==> config.mk <==
export PLATFORM = sky130hd
export DESIGN_NAME = spi_mem_arbiter_flat
export DESIGN_NICKNAME = d
export VERILOG_FILES = /design/src/rtl/spi_mem_arbiter_if.sv /design/src/rtl/spi_mem_arbiter.sv /design/src/flat_wrapper.sv
export SDC_FILE = /design/constraint.sdc
export NUM_CORES = 1
export LEC_CHECK = 0
export ABC_AREA = 0
export ABC_CLOCK_PERIOD_IN_PS = 2800
export CAP_MARGIN = 20
export CORE_MARGIN = 5
export CORE_UTILIZATION = 30
export DETAILED_ROUTE_END_ITERATION = 6
export PLACE_DENSITY_LB_ADDON = 0.25
export SLEW_MARGIN = 20
export SYNTH_ARGS = -nofsm -noshare
export SYNTH_HDL_FRONTEND = slang
export SYNTH_SLANG_ARGS = --single-unit
==> constraint.sdc <==
create_clock -name clk -period 2.8 [get_ports clk]
set_clock_uncertainty 0.05 [all_clocks]
set_input_delay 0.7 -clock clk [delete_from_list [all_inputs] [get_ports clk]]
set_output_delay 0.7 -clock clk [all_outputs]
set_load 0.005 [all_outputs]
==> src/rtl/spi_mem_arbiter_if.sv <==
// Bundle of the arbiter's request/response ports and its byte-engine link.
// "master" is the environment side: the two requesters plus the SPI byte engine.
// "slave" is the arbiter itself.
interface spi_mem_arbiter_if;
  logic        f_req;
  logic [15:0] f_addr;
  logic        f_word;
  logic        f_ack;
  logic [15:0] f_rdata;

  logic        d_req;
  logic [15:0] d_addr;
  logic        d_word;
  logic        d_ack;
  logic [15:0] d_rdata;

  logic        err;

  logic        eng_start;
  logic [15:0] eng_addr;
  logic        eng_busy;
  logic        eng_done;
  logic [7:0]  eng_data;

  modport master (
    output f_req, f_addr, f_word, d_req, d_addr, d_word,
           eng_busy, eng_done, eng_data,
    input  f_ack, f_rdata, d_ack, d_rdata, err, eng_start, eng_addr
  );

  modport slave (
    input  f_req, f_addr, f_word, d_req, d_addr, d_word,
           eng_busy, eng_done, eng_data,
    output f_ack, f_rdata, d_ack, d_rdata, err, eng_start, eng_addr
  );
endinterface

==> src/rtl/spi_mem_arbiter.sv <==
// Round-robin arbiter sharing one SPI byte-read engine between the fetch
// and data ports. Word requests issue two byte reads (addr, addr+1) and are
// assembled little-endian. A watchdog turns a missing eng_done into an
// acknowledged error. All outputs come straight from flops.
module spi_mem_arbiter #(
  parameter int TIMEOUT_CYCLES = 255,
  parameter int TW             = 8
) (
  input  logic             clk,
  input  logic             rst_n,
  spi_mem_arbiter_if.slave bus
);

  typedef enum logic [1:0] {IDLE, ISSUE, WAIT, RESP} state_t;

  state_t        state_q, state_n;
  logic          gnt_d_q, gnt_d_n;
  logic          last_d_q, last_d_n;
  logic [15:0]   addr_q, addr_n;
  logic          word_q, word_n;
  logic          idx_q, idx_n;
  logic [TW-1:0] wd_q, wd_n;
  logic [15:0]   res_q, res_n;
  logic          eng_start_q, eng_start_n;
  logic [15:0]   eng_addr_q, eng_addr_n;
  logic          f_ack_q, f_ack_n;
  logic          d_ack_q, d_ack_n;
  logic [15:0]   f_rdata_q, f_rdata_n;
  logic [15:0]   d_rdata_q, d_rdata_n;
  logic          err_q, err_n;
  logic          go_resp;
  logic [15:0]   rdata_v;

  // State and every registered output; last_grant resets to DATA so fetch wins the first tie.
  always_ff @(posedge clk) begin
    if (!rst_n) begin
      state_q     <= IDLE;
      gnt_d_q     <= 1'b0;
      last_d_q    <= 1'b1;
      addr_q      <= 16'h0000;
      word_q      <= 1'b0;
      idx_q       <= 1'b0;
      wd_q        <= '0;
      res_q       <= 16'h0000;
      eng_start_q <= 1'b0;
      eng_addr_q  <= 16'h0000;
      f_ack_q     <= 1'b0;
      d_ack_q     <= 1'b0;
      f_rdata_q   <= 16'h0000;
      d_rdata_q   <= 16'h0000;
      err_q       <= 1'b0;
    end else begin
      state_q     <= state_n;
      gnt_d_q     <= gnt_d_n;
      last_d_q    <= last_d_n;
      addr_q      <= addr_n;
      word_q      <= word_n;
      idx_q       <= idx_n;
      wd_q        <= wd_n;
      res_q       <= res_n;
      eng_start_q <= eng_start_n;
      eng_addr_q  <= eng_addr_n;
      f_ack_q     <= f_ack_n;
      d_ack_q     <= d_ack_n;
      f_rdata_q   <= f_rdata_n;
      d_rdata_q   <= d_rdata_n;
      err_q       <= err_n;
    end
  end

  // Next-state logic; strobes (eng_start, acks) are computed one cycle ahead so they leave flops.
  always_comb begin
    state_n     = state_q;
    gnt_d_n     = gnt_d_q;
    last_d_n    = last_d_q;
    addr_n      = addr_q;
    word_n      = word_q;
    idx_n       = idx_q;
    wd_n        = wd_q;
    res_n       = res_q;
    eng_start_n = 1'b0;
    eng_addr_n  = eng_addr_q;
    f_ack_n     = 1'b0;
    d_ack_n     = 1'b0;
    f_rdata_n   = f_rdata_q;
    d_rdata_n   = d_rdata_q;
    err_n       = err_q;
    go_resp     = 1'b0;
    rdata_v     = 16'h0000;

    case (state_q)
      IDLE: begin
        if ((bus.f_req || bus.d_req) && !bus.eng_busy) begin
          gnt_d_n     = (bus.f_req && bus.d_req) ? !last_d_q : bus.d_req;
          addr_n      = gnt_d_n ? bus.d_addr : bus.f_addr;
          word_n      = gnt_d_n ? bus.d_word : bus.f_word;
          idx_n       = 1'b0;
          err_n       = 1'b0;
          res_n       = 16'h0000;
          eng_start_n = 1'b1;
          eng_addr_n  = addr_n;
          state_n     = ISSUE;
        end
      end
      ISSUE: begin
        wd_n    = '0;
        state_n = WAIT;
      end
      WAIT: begin
        wd_n = wd_q + 1'b1;
        if (bus.eng_done) begin
          if (idx_q) begin
            res_n[15:8] = bus.eng_data;
          end else begin
            res_n[7:0] = bus.eng_data;
          end
          if (word_q && !idx_q) begin
            idx_n       = 1'b1;
            eng_start_n = 1'b1;
            eng_addr_n  = addr_q + 16'd1;
            state_n     = ISSUE;
          end else begin
            go_resp = 1'b1;
          end
        end else if (wd_q == TW'(TIMEOUT_CYCLES)) begin
          err_n   = 1'b1;
          go_resp = 1'b1;
        end
      end
      RESP: begin
        state_n = IDLE;
      end
      default: begin
        state_n = IDLE;
      end
    endcase

    if (go_resp) begin
      state_n  = RESP;
      last_d_n = gnt_d_q;
      rdata_v  = word_q ? res_n : {8'h00, res_n[7:0]};
      if (gnt_d_q) begin
        d_ack_n   = 1'b1;
        d_rdata_n = rdata_v;
      end else begin
        f_ack_n   = 1'b1;
        f_rdata_n = rdata_v;
      end
    end
  end

  assign bus.f_ack     = f_ack_q;
  assign bus.d_ack     = d_ack_q;
  assign bus.f_rdata   = f_rdata_q;
  assign bus.d_rdata   = d_rdata_q;
  assign bus.err       = err_q;
  assign bus.eng_start = eng_start_q;
  assign bus.eng_addr  = eng_addr_q;

endmodule

==> src/flat_wrapper.sv <==
// flat-port wrapper written by rule: the top's interface ports become plain ports
module spi_mem_arbiter_flat 
#(
  parameter int TIMEOUT_CYCLES = 255,
  parameter int TW             = 8
)
  (clk, rst_n, bus_f_req, bus_f_addr, bus_f_word, bus_d_req, bus_d_addr, bus_d_word, bus_eng_busy, bus_eng_done, bus_eng_data, bus_f_ack, bus_f_rdata, bus_d_ack, bus_d_rdata, bus_err, bus_eng_start, bus_eng_addr);
  spi_mem_arbiter_if bus_i ();
  input  logic clk;
  input  logic rst_n;
  input wire logic [$bits(bus_i.f_req)-1:0] bus_f_req;
  input wire logic [$bits(bus_i.f_addr)-1:0] bus_f_addr;
  input wire logic [$bits(bus_i.f_word)-1:0] bus_f_word;
  input wire logic [$bits(bus_i.d_req)-1:0] bus_d_req;
  input wire logic [$bits(bus_i.d_addr)-1:0] bus_d_addr;
  input wire logic [$bits(bus_i.d_word)-1:0] bus_d_word;
  input wire logic [$bits(bus_i.eng_busy)-1:0] bus_eng_busy;
  input wire logic [$bits(bus_i.eng_done)-1:0] bus_eng_done;
  input wire logic [$bits(bus_i.eng_data)-1:0] bus_eng_data;
  output wire logic [$bits(bus_i.f_ack)-1:0] bus_f_ack;
  output wire logic [$bits(bus_i.f_rdata)-1:0] bus_f_rdata;
  output wire logic [$bits(bus_i.d_ack)-1:0] bus_d_ack;
  output wire logic [$bits(bus_i.d_rdata)-1:0] bus_d_rdata;
  output wire logic [$bits(bus_i.err)-1:0] bus_err;
  output wire logic [$bits(bus_i.eng_start)-1:0] bus_eng_start;
  output wire logic [$bits(bus_i.eng_addr)-1:0] bus_eng_addr;
  assign bus_i.f_req = bus_f_req;
  assign bus_i.f_addr = bus_f_addr;
  assign bus_i.f_word = bus_f_word;
  assign bus_i.d_req = bus_d_req;
  assign bus_i.d_addr = bus_d_addr;
  assign bus_i.d_word = bus_d_word;
  assign bus_i.eng_busy = bus_eng_busy;
  assign bus_i.eng_done = bus_eng_done;
  assign bus_i.eng_data = bus_eng_data;
  assign bus_f_ack = bus_i.f_ack;
  assign bus_f_rdata = bus_i.f_rdata;
  assign bus_d_ack = bus_i.d_ack;
  assign bus_d_rdata = bus_i.d_rdata;
  assign bus_err = bus_i.err;
  assign bus_eng_start = bus_i.eng_start;
  assign bus_eng_addr = bus_i.eng_addr;
  spi_mem_arbiter #(.TIMEOUT_CYCLES(TIMEOUT_CYCLES), .TW(TW)) u_core (.clk(clk), .rst_n(rst_n), .bus(bus_i));
endmodule
# After elaboration in Yosys (flattened, before gate mapping)

Cells that the tools add are included.

Register bits after elaboration: 98
Word-level logic and storage cells: 83
Input bits: 48
Output and inout bits: 52

Add/sub/neg operators: 2
Reductions and logical operators: 17
Muxes and demuxes: 36
Eq/ne operators: 12
Bitwise logic cells: 1

Operator list:

| cell                                                                     | count |
|---|---|
| 16-bit two-way mux                                                       | 7 |
| 16-bit case mux with 2 select lines                                      | 2 |
| 16-bit by 1-bit adder with 16-bit output (second input constant)         | 1 |
| 1-bit two-way mux                                                        | 16 |
| 8-bit two-way mux                                                        | 2 |
| 8-bit case mux with 2 select lines                                       | 1 |
| 8-bit by 1-bit adder with 8-bit output (second input constant)           | 1 |
| 8-bit == test (second input constant)                                    | 1 |
| 2-bit two-way mux                                                        | 4 |
| 2-bit case mux with 4 select lines                                       | 1 |
| 2-bit AND reduction                                                      | 4 |
| 4-bit AND reduction                                                      | 2 |
| 2-bit by 1-bit inequality test with 1-bit output (second input constant) | 3 |
| 3-bit by 1-bit inequality test with 1-bit output (second input constant) | 2 |
| 1-bit case mux with 2 select lines                                       | 3 |
| 2-bit == test (second input constant)                                    | 2 |
| 2-bit inequality test (second input constant)                            | 2 |
| 2-bit nonzero test                                                       | 2 |
| 1-bit logical AND                                                        | 3 |
| 1-bit logical NOT                                                        | 3 |
| 3-bit by 2-bit inequality test with 1-bit output (second input constant) | 1 |
| 3-bit AND reduction                                                      | 1 |
| 2-bit by 1-bit == test with 1-bit output (second input constant)         | 1 |
| 2-bit logical NOT                                                        | 1 |
| other kinds (2)                                                          | 2 |

# Depth between registers and ports, before layout

Depth after elaboration: 7
Mapped depth: 9
Mapped depth without buffers: 6

# Worst setup path after synthesis

No wires, ideal clock.

Kind: input port to flip-flop
From: in bus_d_req
To: reg u_core.eng_addr_q[7] (netlist: u_core.bus.eng_addr[7])
Stages on the path: 7
Path slack: 0.801 ns
Arrival: 1.826 ns
Setup time: 0.123 ns
Data required time: 2.627 ns
Buffers on the path: 2
Cells stage by stage: a21boi_0 -> buf_2 -> buf_4 -> mux2i_1 -> nor2_1 -> a221oi_1 -> nor2_1

Longest elaborated chain between the ends: 5
Elaborated cells between the ends (all ways): 9
Classes of those cells: eq/ne: 1; mux: 4; reduce/logical: 4

RTL lines:

| item                                | line                  | text |
|---|---|---|
| start: declaration                  | flat_wrapper.sv:14    | `input wire logic [$bits(bus_i.d_req)-1:0] bus_d_req;` |
| 1-bit logical AND                   | spi_mem_arbiter.sv:94 | `gnt_d_n = (bus.f_req && bus.d_req) ? !last_d_q : bus.d_req;` |
| 1-bit two-way mux                   | spi_mem_arbiter.sv:94 |  |
| 16-bit two-way mux                  | spi_mem_arbiter.sv:95 | `addr_n = gnt_d_n ? bus.d_addr : bus.f_addr;` |
| 16-bit two-way mux                  | spi_mem_arbiter.sv:93 | `if ((bus.f_req \|\| bus.d_req) && !bus.eng_busy) begin` |
| 16-bit case mux with 2 select lines | spi_mem_arbiter.sv:91 | `case (state_q)` |
| end signal: assignment              | spi_mem_arbiter.sv:62 | `eng_addr_q <= eng_addr_n;` |
| end: declaration                    | spi_mem_arbiter.sv:25 | `logic [15:0] eng_addr_q, eng_addr_n;` |

Parallel ways exist; a longest one is shown, timed or not. The select of a mux whose other input is x is not followed.
A chain may end at the register's enable or synchronous reset.

# Worst setup path after layout

From: in bus_eng_done
To: reg u_core.eng_addr_q[5] (netlist: u_core.bus.eng_addr[5])

Longest elaborated chain between the ends: 2

RTL lines:

| item                                   | line               | text |
|---|---|---|
| start: declaration                     | flat_wrapper.sv:18 | `input wire logic [$bits(bus_i.eng_done)-1:0] bus_eng_done;` |
| 2-bit inequality test (no source line) | -                  |  |
| 4-bit AND reduction (no source line)   | -                  |  |

No other way between the ends.

==> summary.md <==
| Metric | Value |
|---|---|
| DRC violations left | 0 |
| Antenna violations before repair | 0 |
| Post-route antenna net violation count | 0 |
| PostCTS Resize Cnt | 0 |
| Unrepaired setup endpoints after global routing | false |
| Critical path arrival | 2470 ps |
| CP Class | in -> reg |
| Flop pwr share | 0.400 |
| Num CTS Buffers | 9 |
| Setup crit start kind | primary input |
| Relative slew slack | 0.462 |
| Power, Total | between 4000 and 5000 uW |
| I/O pins | 100 |
| P&R area growth vs syn | 35.3% |
| Fill cells | 1,427 |
| DP Cell Count | 737 |
| Via Count | 3,770 |
| Final non-filler cell total | 753 |
| Most frequent cells in the layout | 98 x clkdlybuf4s50_1, 98 x dfxtp_1, 40 x nor2_1, 39 x nand2_1 |
| Num rows | 44 |
| Clk sinks | 98 |
| Syn_area_per_cell | 9.23 sq um |
| Total of max-cap violations | 0 |
| Netlist Area Pre-Place | 4350 sq um |
| Top FF cell, synth | dfxtp_1 |
| CP Capture Type | flop |
| Syn Inst Count | 471 |
| Final nets | between 600 and 700 |
| Count of final setup violators | 0 |
| Die Wd | around 130 um |
| Multi-input logic area | 2210 sq um |
| Comb pwr share | 0.263 |
| Clk root buf | clkbuf_16 |
| Tightest Pin Transition | 805 ps |
| Clk pwr share | 0.336 |
| Dpl hpwl | 8.91 mm |
| Min-Delay Path Class | reg -> reg |
| WL/cell | 16.0 um |
| Global-route wire length before repair | 19.3 mm |
| Power Internal | 2910 uW |
| Req. time, crit path | 2980 ps |
| Leakage | 0.00215 uW |
| Core box area | 14,400 sq um |
| P_sw | between 1000 and 1500 uW |
| Clock latency on the worst-skew pair | 350 ps |
| Buffers on Ports | 99 |
| Die area | 17,000 sq um |
| FF-to-FF setup slack | ~620 ps |
| Count of final hold-check violations | 0 |
| Avg Vias per Cell | 5.01 |
| Final setup TNS | 0 ps |
| Setup bufs post-CTS | 0 |
| Starting Density | 0.303 |
| Min Tclk post-route | 2290 ps |
| Global route overflow | 0 |
| Register Area | 1960 sq um |
| Die H | roughly 130 um |
| Syn_nets | 525 |
| Clk slew on worst S/H paths | about 70 ps |
| Htree depth | 3 |
| Worst-path fanout max | 14 |
| Synth warn | 0 |
| Pre-Repair DR Iteration Count | 4 |
| Outcome | finished, final reports clean |
| Net Sw Frac | 0.309 |
| Largest net degree at the start of global routing | 51 |
| Flip-flop and latch count after synthesis | between 90 and 100 |
| Initial DRC count | between 200 and 250 |
| Synth unique cells | 50 |
| TritonCTS clock tree | built |
| Power per cell area | slightly above 700 nW/um^2 |
| Final Slew Violations | 0 |
| Total GRT Usage | 0.146 |
| Clock buffer depth | 2 |
| Gp weighted congestion | 0.784 |
| Routed WL | 12.1 mm |
| Asr flop ratio synth | 0 |
| Share of post-route cells with drive strength above 1 | 0.0773 |
| Max VDD drop | roughly 0.37 mV |
| Diode count | 0 |
| Sequential share of the synthesized area | 0.451 |
| Post-synth EDFFs | 0 |
| CTS Hold Buffers Added | 0 |
| Final period utilization | 0.819 |
| Number of global-route vias before repair | 3,759 |
| Fmax | 0.436 GHz |
[sequential cells by signal (all words and copies together) (netlist names)]
signal and count:
u_core.idx_q 1, u_core.res_q 16, u_core.bus.f_ack 1, u_core.bus.f_rdata 16, u_core.bus.err 1, u_core.word_q 1
u_core.addr_q 16, u_core.gnt_d_q 1, u_core.wd_q 8, u_core.bus.d_ack 1, u_core.state_q 2, u_core.bus.d_rdata 16
u_core.bus.eng_start 1, u_core.bus.eng_addr 16, u_core.last_d_q 1
[cell families after synthesis]
| group | share of synthesized area |
|---|---|
| xor+xnor | 0.0322 |
| fa+ha+maj | 0.0173 |
| buf+inv | 0.0412 |
| simple gates | 0.183 |
| compound gates | 0.189 |
| flops | 0.451 |
| mux | 0.0866 |
[power groups by stage]
stage	combinational, uW	sequential [uW]	clock, uW
after floorplan	705	1690	0
after global placement	1090	1710	0
after detailed placement	1110	1710	0
after CTS	1120	1680	1450
after global routing	1240	1700	1510
final	1110	1690	1420
[final cells by class]
type	instances	share of cell area
timing repair buffer	115	0.190
clock buffer	10	0.0389
inverter	5	0.00319
sequential	98	0.333
clock inverter	6	0.0196
multi-input combinational	335	0.376
tap	184	0.0391
[path summary, 6_finish.rpt]
path / startpoint / endpoint / cells after the start
worst min register to register: u_core.bus.f_rdata[3] / u_core.bus.f_rdata[3] / 2
worst max-delay path: bus_eng_done / u_core.bus.eng_addr[5] / 6
worst max register to register: u_core.state_q[0] / u_core.bus.eng_addr[5] / 7
worst min-delay path: u_core.bus.f_rdata[3] / u_core.bus.f_rdata[3] / 2
[synthesized netlist by cell type (3+ instances only)]
| library cell | number | area share |
|---|---|---|
| a211oi_1 | 16 | 0.028 |
| a21oi_1 | 14 | 0.016 |
| a22o_1 | 16 | 0.032 |
| and2_1 | 18 | 0.026 |
| and3_1 | 3 | 0.0043 |
| buf_2 | 8 | 0.0092 |
| buf_6 | 3 | 0.0078 |
| clkbuf_1 | 20 | 0.017 |
| dfxtp_1 | 98 | 0.45 |
| ha_1 | 6 | 0.017 |
| inv_1 | 5 | 0.0043 |
| mux2_2 | 3 | 0.0078 |
| mux2i_1 | 32 | 0.074 |
| nand2_1 | 39 | 0.034 |
| nand3_1 | 28 | 0.032 |
| nand4_1 | 13 | 0.019 |
| nor2_1 | 40 | 0.035 |
| nor3_1 | 7 | 0.0081 |
| o21ai_0 | 32 | 0.037 |
| o221ai_1 | 5 | 0.010 |
| o2bb2ai_1 | 16 | 0.032 |
| or3_1 | 3 | 0.0043 |
| xnor2_1 | 3 | 0.0060 |
| xor2_1 | 13 | 0.026 |
[worst max-delay path: stages]
cell,delay [ps]
clkdlybuf4s50_1,550
nand3b_1,110
and2_1,180
or2_1,420
a222oi_1,420
nor3_1,80
[routing by layer]
metal,part of all wire,wire [um],global-route usage
met4,0.020,240,0.0508
met2,0.47,5680,0.240
met1,0.45,5380,0.183
met3,0.063,765,0.0411
met5,0,0,0
[stage by stage]
stage	cell area [sq um]	hold slack [ps]	setup slack [ps]	util
global route	5880	444	408	0.409
floorplan	4350	368	801	-
detailed placement	5540	404	105	0.385
CTS	5880	414	479	0.409
global placement	5540	400	131	0.385
finish	5880	410	506	0.409
(Power assumes the default switching activity.)
